--- config.mk ---
export PLATFORM = sky130hd
export DESIGN_NAME = alu_scheduler
export DESIGN_NICKNAME = d
export VERILOG_FILES = /design/src/rtl/alu_pkg.sv /design/src/rtl/rr_arb2.sv /design/src/rtl/alu_scheduler.sv
export SDC_FILE = /design/constraint.sdc
export NUM_CORES = 1
export LEC_CHECK = 0
export CORE_MARGIN = 2
export CORE_UTILIZATION = 25
export CTS_CLUSTER_SIZE = 20
export DETAILED_ROUTE_END_ITERATION = 6
export PLACE_DENSITY = 0.6
export SKIP_LAST_GASP = 1
export SLEW_MARGIN = 20
export SYNTH_ARGS = -nofsm -noshare
export SYNTH_HDL_FRONTEND = slang
export SYNTH_SLANG_ARGS = --single-unit
--- constraint.sdc ---
create_clock -name clk -period 1.25 [get_ports clk]
set_input_delay 0.125 -clock clk [delete_from_list [all_inputs] [get_ports clk]]
set_output_delay 0.125 -clock clk [all_outputs]
set_load 0.01 [all_outputs]
--- src/rtl/alu_pkg.sv ---
// Shared definitions for the ALU scheduler: op codes, FSM states and datapath width.
package alu_pkg;

    localparam int ALU_W = 16;

    localparam logic [2:0] OP_AND  = 3'd0;
    localparam logic [2:0] OP_NAND = 3'd1;
    localparam logic [2:0] OP_OR   = 3'd2;
    localparam logic [2:0] OP_NOR  = 3'd3;
    localparam logic [2:0] OP_XOR  = 3'd4;
    localparam logic [2:0] OP_XNOR = 3'd5;
    localparam logic [2:0] OP_NOT  = 3'd6;
    localparam logic [2:0] OP_DIV  = 3'd7;

    typedef enum logic [1:0] {
        ST_IDLE  = 2'd0,
        ST_ISSUE = 2'd1,
        ST_WAIT  = 2'd2,
        ST_RESP  = 2'd3
    } state_e;

    function automatic logic [1:0] id_to_onehot(input logic id);
        return id ? 2'b10 : 2'b01;
    endfunction

endpackage

--- src/rtl/rr_arb2.sv ---
// Two-way round-robin arbiter; the pointer remembers the last granted client.
module rr_arb2 (
    input  logic       clk,
    input  logic       rst,
    input  logic       en,
    input  logic [1:0] req,
    output logic [1:0] grant,
    output logic       gnt_id
);

    logic       ptr_r;
    logic [1:0] grant_s;

    // grant selection: on a tie the client that is not the pointer wins
    always_comb begin
        grant_s = 2'b00;
        if (en) begin
            case (req)
                2'b01:   grant_s = 2'b01;
                2'b10:   grant_s = 2'b10;
                2'b11:   grant_s = ptr_r ? 2'b01 : 2'b10;
                default: grant_s = 2'b00;
            endcase
        end else begin
            grant_s = 2'b00;
        end
    end

    assign grant  = grant_s;
    assign gnt_id = grant_s[1];

    // pointer register, moves only when a grant is issued
    always_ff @(posedge clk or negedge rst) begin
        if (!rst) begin
            ptr_r <= 1'b1;
        end else if (grant_s != 2'b00) begin
            ptr_r <= grant_s[1];
        end else begin
            ptr_r <= ptr_r;
        end
    end

endmodule

--- src/rtl/alu_scheduler.sv ---
// Sequences one operation at a time from two clients through the shared
// registered ALU and returns the result with a divide-by-zero flag.
module alu_scheduler
    import alu_pkg::*;
#(
    parameter int W = ALU_W
) (
    input  logic                clk,
    input  logic                rst,
    input  logic [1:0]          req_valid,
    output logic [1:0]          req_ready,
    input  logic [1:0][2:0]     req_op,
    input  logic [1:0][W-1:0]   req_a,
    input  logic [1:0][W-1:0]   req_b,
    output logic [1:0]          resp_valid,
    input  logic [1:0]          resp_ready,
    output logic [W-1:0]        resp_data,
    output logic                resp_dz,
    output logic [W-1:0]        alu_a,
    output logic [W-1:0]        alu_b,
    output logic [2:0]          alu_sel,
    output logic                alu_clr,
    input  logic [W-1:0]        alu_result
);

    state_e         state_r, state_s;
    logic [1:0]     grant_s;
    logic           gnt_id_s;
    logic           arb_en_s;
    logic           hs_s;
    logic           id_r;
    logic [W-1:0]   alu_a_r, alu_b_r;
    logic [2:0]     alu_sel_r;
    logic           alu_clr_r;
    logic [1:0]     resp_valid_r;
    logic [W-1:0]   resp_data_r;
    logic           resp_dz_r;

    // Gating with rst keeps req_ready low while reset is held.
    assign arb_en_s = (state_r == ST_IDLE) && rst;
    assign hs_s     = |(resp_valid_r & resp_ready);

    rr_arb2 u_arb (
        .clk    (clk),
        .rst    (rst),
        .en     (arb_en_s),
        .req    (req_valid),
        .grant  (grant_s),
        .gnt_id (gnt_id_s)
    );

    // next-state logic
    always_comb begin
        state_s = state_r;
        case (state_r)
            ST_IDLE:  state_s = (grant_s != 2'b00) ? ST_ISSUE : ST_IDLE;
            ST_ISSUE: state_s = ST_WAIT;
            ST_WAIT:  state_s = ST_RESP;
            ST_RESP:  state_s = hs_s ? ST_IDLE : ST_RESP;
            default:  state_s = ST_IDLE;
        endcase
    end

    // state register
    always_ff @(posedge clk or negedge rst) begin
        if (!rst) begin
            state_r <= ST_IDLE;
        end else begin
            state_r <= state_s;
        end
    end

    // issue registers double as the ALU drive; they are zeroed whenever the FSM returns to IDLE
    always_ff @(posedge clk or negedge rst) begin
        if (!rst) begin
            id_r         <= 1'b0;
            alu_a_r      <= {W{1'b0}};
            alu_b_r      <= {W{1'b0}};
            alu_sel_r    <= 3'd0;
            alu_clr_r    <= 1'b1;
            resp_valid_r <= 2'b00;
            resp_data_r  <= {W{1'b0}};
            resp_dz_r    <= 1'b0;
        end else begin
            case (state_r)
                ST_IDLE: begin
                    if (grant_s != 2'b00) begin
                        id_r      <= gnt_id_s;
                        alu_a_r   <= req_a[gnt_id_s];
                        alu_b_r   <= req_b[gnt_id_s];
                        alu_sel_r <= req_op[gnt_id_s];
                        alu_clr_r <= 1'b0;
                    end
                end
                ST_ISSUE: begin
                    alu_clr_r <= 1'b0;
                end
                ST_WAIT: begin
                    resp_data_r  <= alu_result;
                    resp_dz_r    <= (alu_sel_r == OP_DIV) && (alu_b_r == {W{1'b0}});
                    resp_valid_r <= id_to_onehot(id_r);
                    alu_clr_r    <= 1'b1;
                end
                ST_RESP: begin
                    if (hs_s) begin
                        resp_valid_r <= 2'b00;
                        alu_a_r      <= {W{1'b0}};
                        alu_b_r      <= {W{1'b0}};
                        alu_sel_r    <= 3'd0;
                    end
                end
                default: begin
                    resp_valid_r <= 2'b00;
                    alu_clr_r    <= 1'b1;
                end
            endcase
        end
    end

    assign req_ready  = grant_s;
    assign resp_valid = resp_valid_r;
    assign resp_data  = resp_data_r;
    assign resp_dz    = resp_dz_r;
    assign alu_a      = alu_a_r;
    assign alu_b      = alu_b_r;
    assign alu_sel    = alu_sel_r;
    assign alu_clr    = alu_clr_r;

endmodule

After elaboration in Yosys (flattened, before gate mapping). Cells that the tools add are included. W data, S select, Z words.

Register bits after elaboration: 59. Input bits: 92. Output and inout port bits: 57. Logic and storage cells: 59.

Order comparisons: 1. Equality and inequality tests: 9. Mux-type cells: 25. Bitwise operators: 1. Reduce and logical (&&, ||, !) cells: 13.

Operators by type and width (number): $mux W16 (7); $pmux W16 S2 (2); $logic_not A16 Y1 (1); $mux W3 (4); $mux W2 (5); $eq A2 B2 Y1 const B (4); $pmux W2 S4 (1); $pmux W2 S3 (1); $pmux W3 S2 (1); $reduce_and A2 Y1 (3); $reduce_bool A2 Y1 (3); $eq A2 B1 Y1 const B (2); $pmux W2 S2 (1); $eq A3 B3 Y1 const B (1); $pmux W1 S3 (1); $reduce_and A3 Y1 (1); $reduce_bool A3 Y1 (1); $and A2 B2 Y2 (1); $logic_and A1 B1 Y1 (2); $logic_not A2 Y1 (1); $lt A1 B2 Y1 const B (1); $mux W1 (2); $ne A2 B1 Y1 const B (1); $ne A2 B2 Y1 const B (1); $reduce_or A2 Y1 (1).

Longest topological paths before layout. Gate-level depths: netlist of run 1.

Depth after elaboration: 7. Depth in mapped cells: 6. Mapped depth without buffers: 3.

Cells and area by module. A second synthesis of run 1 with hierarchy kept.

Cell total of the unflattened synthesis: 269. Area, all modules: 2865.2 um2.

Modules (own cells, without submodules): alu_scheduler (instances 1, cells each 260, area an instance 2795.2 um2, seq. area each 1452.6 um2); rr_arb2 (instances 1, cells each 9, area an instance 70.1 um2, seq. area each 26.3 um2).

Least setup slack after synthesis of run 1. Ideal clock, no wire load.

Path kind: register to register. Start point: register resp_valid_r[0] (netlist: resp_valid[0]). End point: register alu_b_r[0] (netlist: alu_b[0]). Library setup time: 0.075 ns. Data arrival time: 1.331 ns. Data required time: 1.175 ns. Slack: -0.156 ns. Cell stages (with the launch flop): 5. Clock period less this slack: 1.406 ns. Cells stage by stage: dfrtp_1 > a22o_4 > a32oi_4 > buf_6 > o2bb2ai_2.

Longest elaborated chain between the ends: 4.

RTL lines: start: declaration (line alu_scheduler.sv:35) `logic [1:0] resp_valid_r;`; start signal: assignment (line alu_scheduler.sv:101) `resp_valid_r <= id_to_onehot(id_r);`; $and A2 B2 Y2 (line alu_scheduler.sv:41) `assign hs_s = |(resp_valid_r & resp_ready);`; $reduce_or A2 Y1 (line alu_scheduler.sv:41); $ne A2 B2 Y1 (no source line); $reduce_and A3 Y1 (no source line); end signal: assignment (line alu_scheduler.sv:78) `alu_b_r <= {W{1'b0}};`; end signal: assignment (line alu_scheduler.sv:90) `alu_b_r <= req_b[gnt_id_s];`; end signal: assignment (line alu_scheduler.sv:108) `alu_b_r <= {W{1'b0}};`; end: declaration (line alu_scheduler.sv:32) `logic [W-1:0] alu_a_r, alu_b_r;`.

Every way passes these cells. A chain may end at the register's enable or synchronous reset.

Worst setup path after layout of run 1.
Start point: register state_r[0]. End point: output port req_ready[0].

Longest elaborated chain between the ends: 3.

RTL lines: start: declaration (line alu_scheduler.sv:26) `state_e state_r, state_s;`; start signal: assignment (line alu_scheduler.sv:69) `state_r <= state_s;`; $logic_not A2 Y1 (line alu_scheduler.sv:40) `assign arb_en_s = (state_r == ST_IDLE) && rst;`; $logic_and A1 B1 Y1 (line alu_scheduler.sv:40); $mux W2 (line rr_arb2.sv:17) `if (en) begin`; end: declaration (line alu_scheduler.sv:11) `output logic [1:0] req_ready,`.

Every way passes these cells.

==> results of run 1 <==
Yosys cell counts:
cell type  count  area share, %
a21o_1         1           0.27
nor3_1         1           0.18
buf_4          8            2.2
clkbuf_1       2           0.27
o2bb2ai_2     12            6.5
and3_2         1           0.27
nor4b_1        1           0.31
a31oi_1        2           0.45
nand2_4        1           0.40
a32oi_4        1           0.99
o22ai_1        1           0.22
mux2i_1       35             13
or2_4          1           0.31
nor2_1         3           0.40
nand2_1       53            7.1
nor2b_1        1           0.22
and2_1         1           0.22
o21ai_0        4           0.72
buf_6          5            2.0
nand2b_1       1           0.22
o2bb2ai_1     23            7.2
dfrtp_1       57             51
nor3b_4        1           0.67
a21boi_2       1           0.40
a21oi_1        4           0.72
a22o_4         1           0.63
buf_2          2           0.36
inv_1          3           0.40
nor4_1         2           0.45
dfstp_2        2            1.9
nand4_1        2           0.45
critical path, stage by stage (launching register included):
cell and delay [ns]:
dfrtp_1 0.40, nor3b_4 0.23, buf_6 0.14, nand2_4 0.04, a21oi_2 0.09, buf_2 0.14
power groups by stage:
stage | Combinational (uW) | Clock [uW] | Sequential, uW
4_1_cts | 4800 | 1570 | 3360
3_5_place_dp | 5180 | 0 | 3400
6_report | 4770 | 1490 | 3380
2_1_floorplan | 1990 | 0 | 3710
3_3_place_gp | 5120 | 0 | 3390
5_1_grt | 5230 | 1660 | 3490
per-stage QoR:
stage	setup WS (ns)	instances	utilization (%)	instance area, um^2	hold WS, ns
after floorplan	-0.120	233	-	2800	-0.171
after global placement	-0.420	539	42.7	4650	0.111
after detailed placement	-0.447	539	42.7	4650	0.109
after CTS	-0.260	561	44.3	4820	0.294
after global routing	-0.328	562	44.3	4830	0.300
final	-0.244	562	44.3	4830	0.312
layout make-up:
type                    instances  area, um^2  share of cell area [%]
clock buffers                  13         149                    3.09
clock inverters                 3        15.0                   0.311
multi-input cells             154        1230                    25.4
flip-flops and latches         59        1480                    30.6
well taps                     140         175                    3.63
inverters                       3        11.3                   0.233
repair buffers                190        1770                    36.7
cells by family (layout without fill, tap and decap cells):
kind of cell	count (synthesis)	count (layout)	synth area share, %
buf+inv	20	209	5.20
simple gates	69	69	11.2
flops	59	59	53.0
compound gates	50	50	18.1
mux	35	35	12.5
registers in the layout, summed over array words and instances, names as in the netlist:
signal       flops
id_r             1
resp_data       16
alu_clr          1
state_r          2
resp_valid       2
resp_dz          1
alu_b           16
alu_a           16
u_arb.ptr_r      1
alu_sel          3
path summary, 6_finish.rpt:
check,from,endpoint,slack [ns]
hold reg to reg,resp_data[13],resp_data[13],0.47
min in group asynchronous,rst,resp_valid[1],0.46
setup / recovery,state_r[0],req_ready[0],-0.24
hold / removal,alu_result[6],resp_data[6],0.31
max in group asynchronous,rst,alu_b[9],0.33
setup reg to reg,state_r[1],alu_b[12],-0.23
routing by layer:
metal / share of wire, % / wire length (um)
met4: 0.85 / 71
met5: 0 / 0
met2: 47 / 3940
met3: 6.7 / 562
met1: 45 / 3790
repair_timing:
item	4_1_cts	5_1_grt
pin swaps	5	3
gates cloned	0	1
gates resized for setup	82	17
hold buffers	2	0
hold endpoints to repair	15	0
setup endpoints to repair	93	50
buffers inserted	4	0
==> impl_metrics.py, run 1 <==
metrics = {
    "status": {
        "status": "complete, but fails checks",
        "violations": "negative setup slack",
    },
    "pwr": {
        "p_comb_share_pct": 49.5,
        "p_per_area_mw_per_mm2": 2000,
        "p_leak_uw": 0.00234,
        "netSwitchingFraction_pct": 36.5,
        "seqPwrFrac_pct": 35.0,
        "clkPwrFrac_pct": 15.5,
        "p_int_uw": 6120,
        "p_switching_uw": 3520,
        "peakVddDrop_v": 0.000934,
        "power_uw": 9640,
    },
    "detailed_routing": {
        "drc": 0,
        "dr.pass1.iters": 4,
        "wl_per_cell_um": 14.9,
        "ant_nets": 0,
        "post_drt_via_cell_ratio": 4.35,
        "totalWireLength_mm": 8.37,
        "vias": 2444,
        "drt-initial-drc-count": 71,
    },
    "yosys": {
        "yosysWarnings": 0,
        "synth_seq_area_share_pct": 53.0,
        "syn_nets": 325,
        "syn_inst": 233,
        "synth.avg_cell_area_um2": 12.0,
        "synth_cell_types": 31,
        "syn-cell-area_mm2": 0.00279,
        "synth-seq-cells": 59,
    },
    "finish": {
        "nets": 509,
        "layout_commonest_cell": "clkdlybuf4s50_1",
        "antenna_cells": 0,
        "nFillCells": 1086,
        "drive_gt1_share_pct": 21.8,
        "area_growth_pct": 72.8,
        "mostFrequentLayoutCells": "clkdlybuf4s50_1, dfrtp_1, nand2_1",
    },
    "timing": {
        "final.setup.worst_slack_ns": -0.244,
        "maxSlewHeadroom_pct": 55.1,
        "hold_viol": 0,
        "worst_slew_pin_slew_ns": 0.672,
        "finalCritPeriodShare_pct": 120,
        "max_freq_ghz": 0.669,
        "finalSetupViolations": 38,
        "report.final.slew_viol_count": 0,
        "fin_skew_ns": 0.0106,
        "tns_ns": -7.35,
        "layout_min_cycle_time_ns": 1.49,
        "rsz0062_at_grt": "yes",
    },
    "critical_path": {
        "start_kind": "flop",
        "critPathKind": "flop to output pin",
        "ff2ff_path_depth": 6,
        "required_ns": 1.12,
        "cp.arrival_ns": 1.37,
        "crit_fanout": 2,
        "end_kind": "output pin",
    },
    "worst_hold_path": {
        "hold_path_depth": 3,
        "hold_path_class": "input port to flop",
    },
    "clocking": {
        "cts_tree": "yes",
        "cts-root-buf": "clkbuf_8",
        "htree_levels": 3,
        "clock_path_buffers": 2,
        "clock_sinks": 59,
        "clock_latency_ns": 0.33,
        "path_clk_slew_ns": 0.07,
        "cts_inserted_buffers": 9,
    },
    "grt": {
        "use_met3_pct": 4.45,
        "grt_use_total_pct": 14.1,
        "grt_overflow": 0,
        "grt.busiest_layer": "met2",
        "use_met2_pct": 22.2,
        "use_met1_pct": 18.8,
        "antenna_found_initial": 0,
        "grt_pass1_vias": 2613,
        "grt_first_pass_wirelength_mm": 13.0,
        "grt_max_degree": 26,
    },
    "place": {
        "dp_hpwl_mm": 6.33,
        "routabilityCongestion": 0.757,
        "port_buffers": 148,
    },
    "die": {
        "die_area_mm2": 0.0120,
        "ios": 149,
        "fp-row-count": 38,
        "core_area_mm2": 0.0109,
        "fp.dieH_um": 110,
        "die_x_um": 110,
        "initial_utilization_pct": 25.6,
    },
    "run": {
        "cap_violations": 0,
    },
}
Note: power is estimated with default switching activity, not from simulation.
==> run 2, diff against run 1 <==
==> constraint.sdc (replaced) <==
create_clock -name clk -period 1.25 [get_ports clk]
set_input_delay 0.375 -clock clk [delete_from_list [all_inputs] [get_ports clk]]
set_output_delay 0.375 -clock clk [all_outputs]
set_load 0.01 [all_outputs]
==> run 2 against run 1 <==
The run still ends with negative setup slack left. Via count grew 5.3%. Highest routed layer unchanged. Non-clock buffer count grew 30. Cell area grew 7.3%. Sequential share of layout area shrank 2.1 points. Die area is the same. Sequential power is essentially flat. Count of clock-buffer cells in the layout shrank 2. Total power grew 17%. Clock skew shrank 0.0037 ns. First-iteration DRC count grew 27%. Hold slack lost 0.075 ns. Flip-flop and latch count is the same.
==> impl_metrics.py, run 2 (same netlist as run 1, synthesis figures left out) <==
metrics = {
    "timing": {
        "fin_skew_ns": 0.00689,
        "maxSlewHeadroom_pct": 63.5,
        "rsz0062_at_grt": "yes",
        "finalCritPeriodShare_pct": 141,
        "max_freq_ghz": 0.567,
        "hold_viol": 0,
        "worst_slew_pin_slew_ns": 0.548,
        "layout_min_cycle_time_ns": 1.76,
        "final.setup.worst_slack_ns": -0.514,
        "finalSetupViolations": 46,
        "report.final.slew_viol_count": 0,
        "holdWs_ns": 0.237,
    },
    "clocking": {
        "clock_latency_ns": 0.33,
        "cts-root-buf": "clkbuf_8",
        "htree_levels": 3,
        "clock_path_buffers": 2,
        "holdBufCountCts": 0,
        "cts_tree": "yes",
        "path_clk_slew_ns": 0.07,
        "cts_inserted_buffers": 9,
        "clock_sinks": 59,
    },
    "place": {
        "routabilityCongestion": 0.694,
        "dp_hpwl_mm": 6.15,
        "dp.cells": 545,
        "port_buffers": 148,
    },
    "critical_path": {
        "crit_fanout": 2,
        "end_kind": "output pin",
        "start_kind": "flop",
        "ff2ff_setup_slack_ns": -0.38,
        "cp.arrival_ns": 1.39,
        "required_ns": 0.88,
        "critPathKind": "flop to output pin",
    },
    "pwr": {
        "netSwitchingFraction_pct": 34.5,
        "seqPwrFrac_pct": 30.0,
        "p_leak_uw": 0.00252,
        "p_comb_share_pct": 54.7,
        "peakVddDrop_v": 0.000886,
        "clkPwrFrac_pct": 15.3,
        "p_switching_uw": 3900,
        "p_int_uw": 7390,
        "p_per_area_mw_per_mm2": 2180,
    },
    "grt": {
        "grt_first_pass_wirelength_mm": 13.6,
        "grt_use_total_pct": 15.3,
        "grt_overflow": 0,
        "grt_pass1_vias": 2672,
        "antenna_found_initial": 0,
        "grt_max_degree": 61,
    },
    "detailed_routing": {
        "ant_nets": 0,
        "dr.pass1.iters": 4,
        "drt-initial-drc-count": 90,
        "post_drt_via_cell_ratio": 4.35,
        "wl_per_cell_um": 15.4,
        "totalWireLength_mm": 9.10,
        "drc": 0,
        "vias": 2573,
    },
    "die": {
        "die_x_um": 110,
        "core_area_mm2": 0.0109,
        "die_area_mm2": 0.0120,
        "fp-row-count": 38,
        "fp.dieH_um": 110,
        "ios": 149,
        "initial_utilization_pct": 25.6,
    },
    "finish": {
        "area_growth_pct": 85.4,
        "nFillCells": 1053,
        "drive_gt1_share_pct": 38.5,
        "nets": 539,
        "antenna_cells": 0,
        "multiInputGateArea_mm2": 0.00123,
        "layout_commonest_cell": "clkdlybuf4s50_1",
        "mostFrequentLayoutCells": "clkdlybuf4s50_1, dfrtp_1, nand2_1",
        "seqCellArea_mm2": 0.00148,
        "finalNonFillerCells": 592,
    },
    "status": {
        "violations": "negative setup slack",
        "status": "complete, but fails checks",
    },
    "worst_hold_path": {
        "hold_path_class": "input port to async pin",
    },
    "run": {
        "cap_violations": 0,
    },
}
-- run 2: changes by cell type in the layout (fill, tap and decap cells not counted), moves of 3 or more --
| cell | before | now |
|---|---|---|
| buf_16 | 0 | 3 |
| buf_6 | 5 | 31 |
| clkbuf_2 | 6 | 0 |
| dlygate4sd2_1 | 46 | 2 |
| buf_4 | 30 | 51 |
| buf_2 | 5 | 37 |
-- run 2: worst paths after layout --
path,startpoint,to,cells after the start
setup / recovery,state_r[0],req_ready[0],5
hold / removal,rst,alu_a[14],3
setup reg to reg,state_r[0],alu_a[5],7
hold reg to reg,resp_data[6],resp_data[6],2
max in group asynchronous,rst,alu_b[11],3
min in group clk,resp_data[6],resp_data[6],2
-- run 2: repair_timing --
action / CTS / global route
resized for setup: 257 / 25
endpoints found under the setup margin: 111 / 112
cloned: 4 / 1
buffers inserted: 16 / 12
pin swaps: 4 / 5
-- run 2: critical path: stages, from the launching register on --
cell	delay, ns
dfrtp_1	0.42
nor3b_4	0.23
buf_6	0.13
nand2_4	0.05
a21oi_2	0.09
buf_2	0.13
-- run 2: per-stage QoR --
step                      utilization [%]  total power (uW)  setup TNS (ns)  setup WS, ns  cell area (um^2)
after floorplan                         -              5710           -4.04        -0.254              2810
final                                47.6             11300          -11.26        -0.514              5180
after CTS                            45.7             11000          -11.63        -0.544              4980
after detailed placement             43.2              8880          -30.64        -0.831              4710
after global placement               43.2              8790          -28.48        -0.824              4710
after global routing                 47.6             12100          -16.37        -0.616              5180
-- run 2: area by class of cell --
class / count / area share, %
clock buffers: 11 / 2.73
multi-input cells: 154 / 23.8
well taps: 140 / 3.38
clock inverters: 5 / 1.01
repair buffers: 220 / 40.2
inverters: 3 / 0.217
flip-flops and latches: 59 / 28.6
-- run 2: power groups by stage --
stage	clock [uW]	sequential, uW	combinational [uW]
floorplan	0	3710	1990
global placement	0	3330	5460
detailed placement	0	3340	5540
CTS	1800	3340	5830
global route	1900	3490	6700
finish	1730	3380	6180
-- run 2: layer usage --
layer | GRT usage [%] | wire length (um) | part of all wire (%)
met1 | 18.5 | 3810 | 42
met2 | 25.2 | 4410 | 48
met3 | 6.64 | 826 | 9.1
met4 | 3.25 | 45 | 0.49
met5 | 0 | 0 | 0
==> run 3, diff against run 2 <==
--- a/config.mk
+++ b/config.mk
@@ -7,10 +7,9 @@
 export LEC_CHECK = 0
 export CORE_MARGIN = 2
 export CORE_UTILIZATION = 25
-export CTS_CLUSTER_SIZE = 20
+export CTS_CLUSTER_SIZE = 30
 export DETAILED_ROUTE_END_ITERATION = 6
 export PLACE_DENSITY = 0.6
-export SKIP_LAST_GASP = 1
 export SLEW_MARGIN = 20
 export SYNTH_ARGS = -nofsm -noshare
 export SYNTH_HDL_FRONTEND = slang
==> run 3 against run 2 <==
The run still ends with negative setup slack left. Hold slack better by 0.0013 ns. Utilization is 0.057 points higher. Non-clock buffer count stayed put. Clock power hardly changed. Maximum frequency hardly changed. Critical path type unchanged. Highest routed layer unchanged.
==> impl_metrics.py, run 3 (same netlist as run 1, synthesis figures left out) <==
metrics = {
    "status": {
        "status": "complete, but fails checks",
        "violations": "negative setup slack",
    },
    "grt": {
        "grt_pass1_vias": 2672,
        "grt_use_total_pct": 15.3,
        "grt_overflow": 0,
        "grt.busiest_layer": "met2",
        "grt_max_degree": 61,
        "use_met3_pct": 6.64,
        "use_met2_pct": 25.2,
        "use_met1_pct": 18.5,
        "grt_first_pass_wirelength_mm": 13.6,
        "antenna_found_initial": 0,
    },
    "critical_path": {
        "setup.worst_path.start": "state_r[0]",
        "crit_fanout": 2,
        "crit_path_end": "req_ready[0]",
        "reg2reg_from": "state_r[0]",
        "max_stage_delay_ns": 0.42,
        "ff2ff_setup_slack_ns": -0.38,
        "required_ns": 0.88,
        "ff2ff_path_depth": 7,
        "cp.arrival_ns": 1.39,
        "path_cells": "nor3b_4, buf_6, nand2_4, a21oi_2, buf_2",
        "cpMaxStageDelayCell": "dfrtp_1",
        "critPathKind": "flop to output pin",
        "start_kind": "flop",
        "r2r_end": "alu_a[5]",
        "end_kind": "output pin",
    },
    "timing": {
        "final.setup.worst_slack_ns": -0.514,
        "max_freq_ghz": 0.567,
        "worst_slew_pin_slew_ns": 0.552,
        "maxSlewHeadroom_pct": 63.2,
        "layout_min_cycle_time_ns": 1.76,
        "finalSetupViolations": 47,
        "hold_viol": 0,
        "rsz0062_at_grt": "yes",
        "tns_ns": -11.27,
        "report.final.slew_viol_count": 0,
        "fin_skew_ns": 0.00781,
        "finalCritPeriodShare_pct": 141,
    },
    "clocking": {
        "clock_sinks": 59,
        "cts_inserted_buffers": 9,
        "htree_levels": 3,
        "cts-root-buf": "clkbuf_8",
        "clock_path_buffers": 2,
        "path_clk_slew_ns": 0.07,
        "clock_latency_ns": 0.33,
        "cts_tree": "yes",
    },
    "die": {
        "fp.dieH_um": 110,
        "core_area_mm2": 0.0109,
        "ios": 149,
        "die_area_mm2": 0.0120,
        "initial_utilization_pct": 25.6,
        "die_x_um": 110,
        "fp-row-count": 38,
    },
    "place": {
        "routabilityCongestion": 0.694,
        "dp.cells": 545,
        "port_buffers": 148,
        "dp_hpwl_mm": 6.15,
        "dpl_cell_area_mm2": 0.00471,
    },
    "detailed_routing": {
        "dr.pass1.iters": 4,
        "drt-initial-drc-count": 104,
        "vias": 2571,
        "drc": 0,
        "post_drt_via_cell_ratio": 4.34,
        "totalWireLength_mm": 9.11,
        "wl_per_cell_um": 15.4,
        "ant_nets": 0,
    },
    "finish": {
        "mostFrequentLayoutCells": "clkdlybuf4s50_1, dfrtp_1, nand2_1",
        "utilization_pct": 47.6,
        "drive_gt1_share_pct": 38.7,
        "nets": 539,
        "layout_commonest_cell": "clkdlybuf4s50_1",
        "finalNonFillerCells": 592,
        "antenna_cells": 0,
        "design_area_mm2": 0.00518,
        "area_growth_pct": 85.7,
        "nFillCells": 1051,
    },
    "pwr": {
        "p_per_area_mw_per_mm2": 2180,
        "power_uw": 11300,
        "peakVddDrop_v": 0.000886,
        "p_leak_uw": 0.00252,
    },
    "run": {
        "cap_violations": 0,
    },
    "worst_hold_path": {
        "hold_path_class": "input port to async pin",
    },
}
## run 3: cell counts in the layout (fill, tap and decap cells not counted)
Identical to the previous run, type by type.
## run 3: worst min-delay path by stage
stage	from	end	cells after the start
after detailed placement	resp_data[4]	resp_data[4]	2
after floorplan	rst	alu_a[0]	0
after global routing	rst	id_r	3
after CTS	rst	id_r	3
final	rst	alu_a[14]	3
after global placement	resp_data[13]	resp_data[13]	2
## run 3: what timing repair did
action / in CTS / in global routing
endpoints found under the hold margin: 0 / 0
gates cloned: 4 / 1
buffers inserted: 16 / 12
pin swaps: 4 / 5
resized for setup: 257 / 26
setup endpoints to repair: 111 / 112
hold buffers: 0 / 0
## run 3: power breakdown
group	switching [uW]	internal [uW]	total (uW)
Sequential	594	2790	3380
Combinational	2550	3640	6190
Clock	770	965	1740
## run 3: metrics by stage
stage | hold slack, ns | setup slack (ns)
3_5_place_dp | 0.463 | -0.831
4_1_cts | 0.251 | -0.544
5_1_grt | 0.274 | -0.616
6_report | 0.238 | -0.514
2_1_floorplan | 0.0794 | -0.254
3_3_place_gp | 0.460 | -0.824
## run 3: worst max-delay path, delay by kind of cell (launching register included)
family                 cells  cell delay (ns)
flip-flops                 1             0.42
AND/OR/NAND/NOR            2             0.28
buffers and inverters      2             0.26
AO/OA/AOI/OAI              1             0.09
## run 3: metal layers
metal	up-vias	share of wire, %
li1	1259	-
met1	1198	42
met2	110	49
met3	4	9.1
met4	0	0.49
met5	-	0
## run 3: cell type report
cell class / count / area [um^2] / share of cell area (%)
clock buffer: 11 / 141 / 2.73
clock inverter: 5 / 52.6 / 1.01
inverter: 3 / 11.3 / 0.217
multi-input combinational: 154 / 1240 / 23.9
sequential: 59 / 1480 / 28.5
tap: 140 / 175 / 3.38
timing repair buffer: 220 / 2080 / 40.2
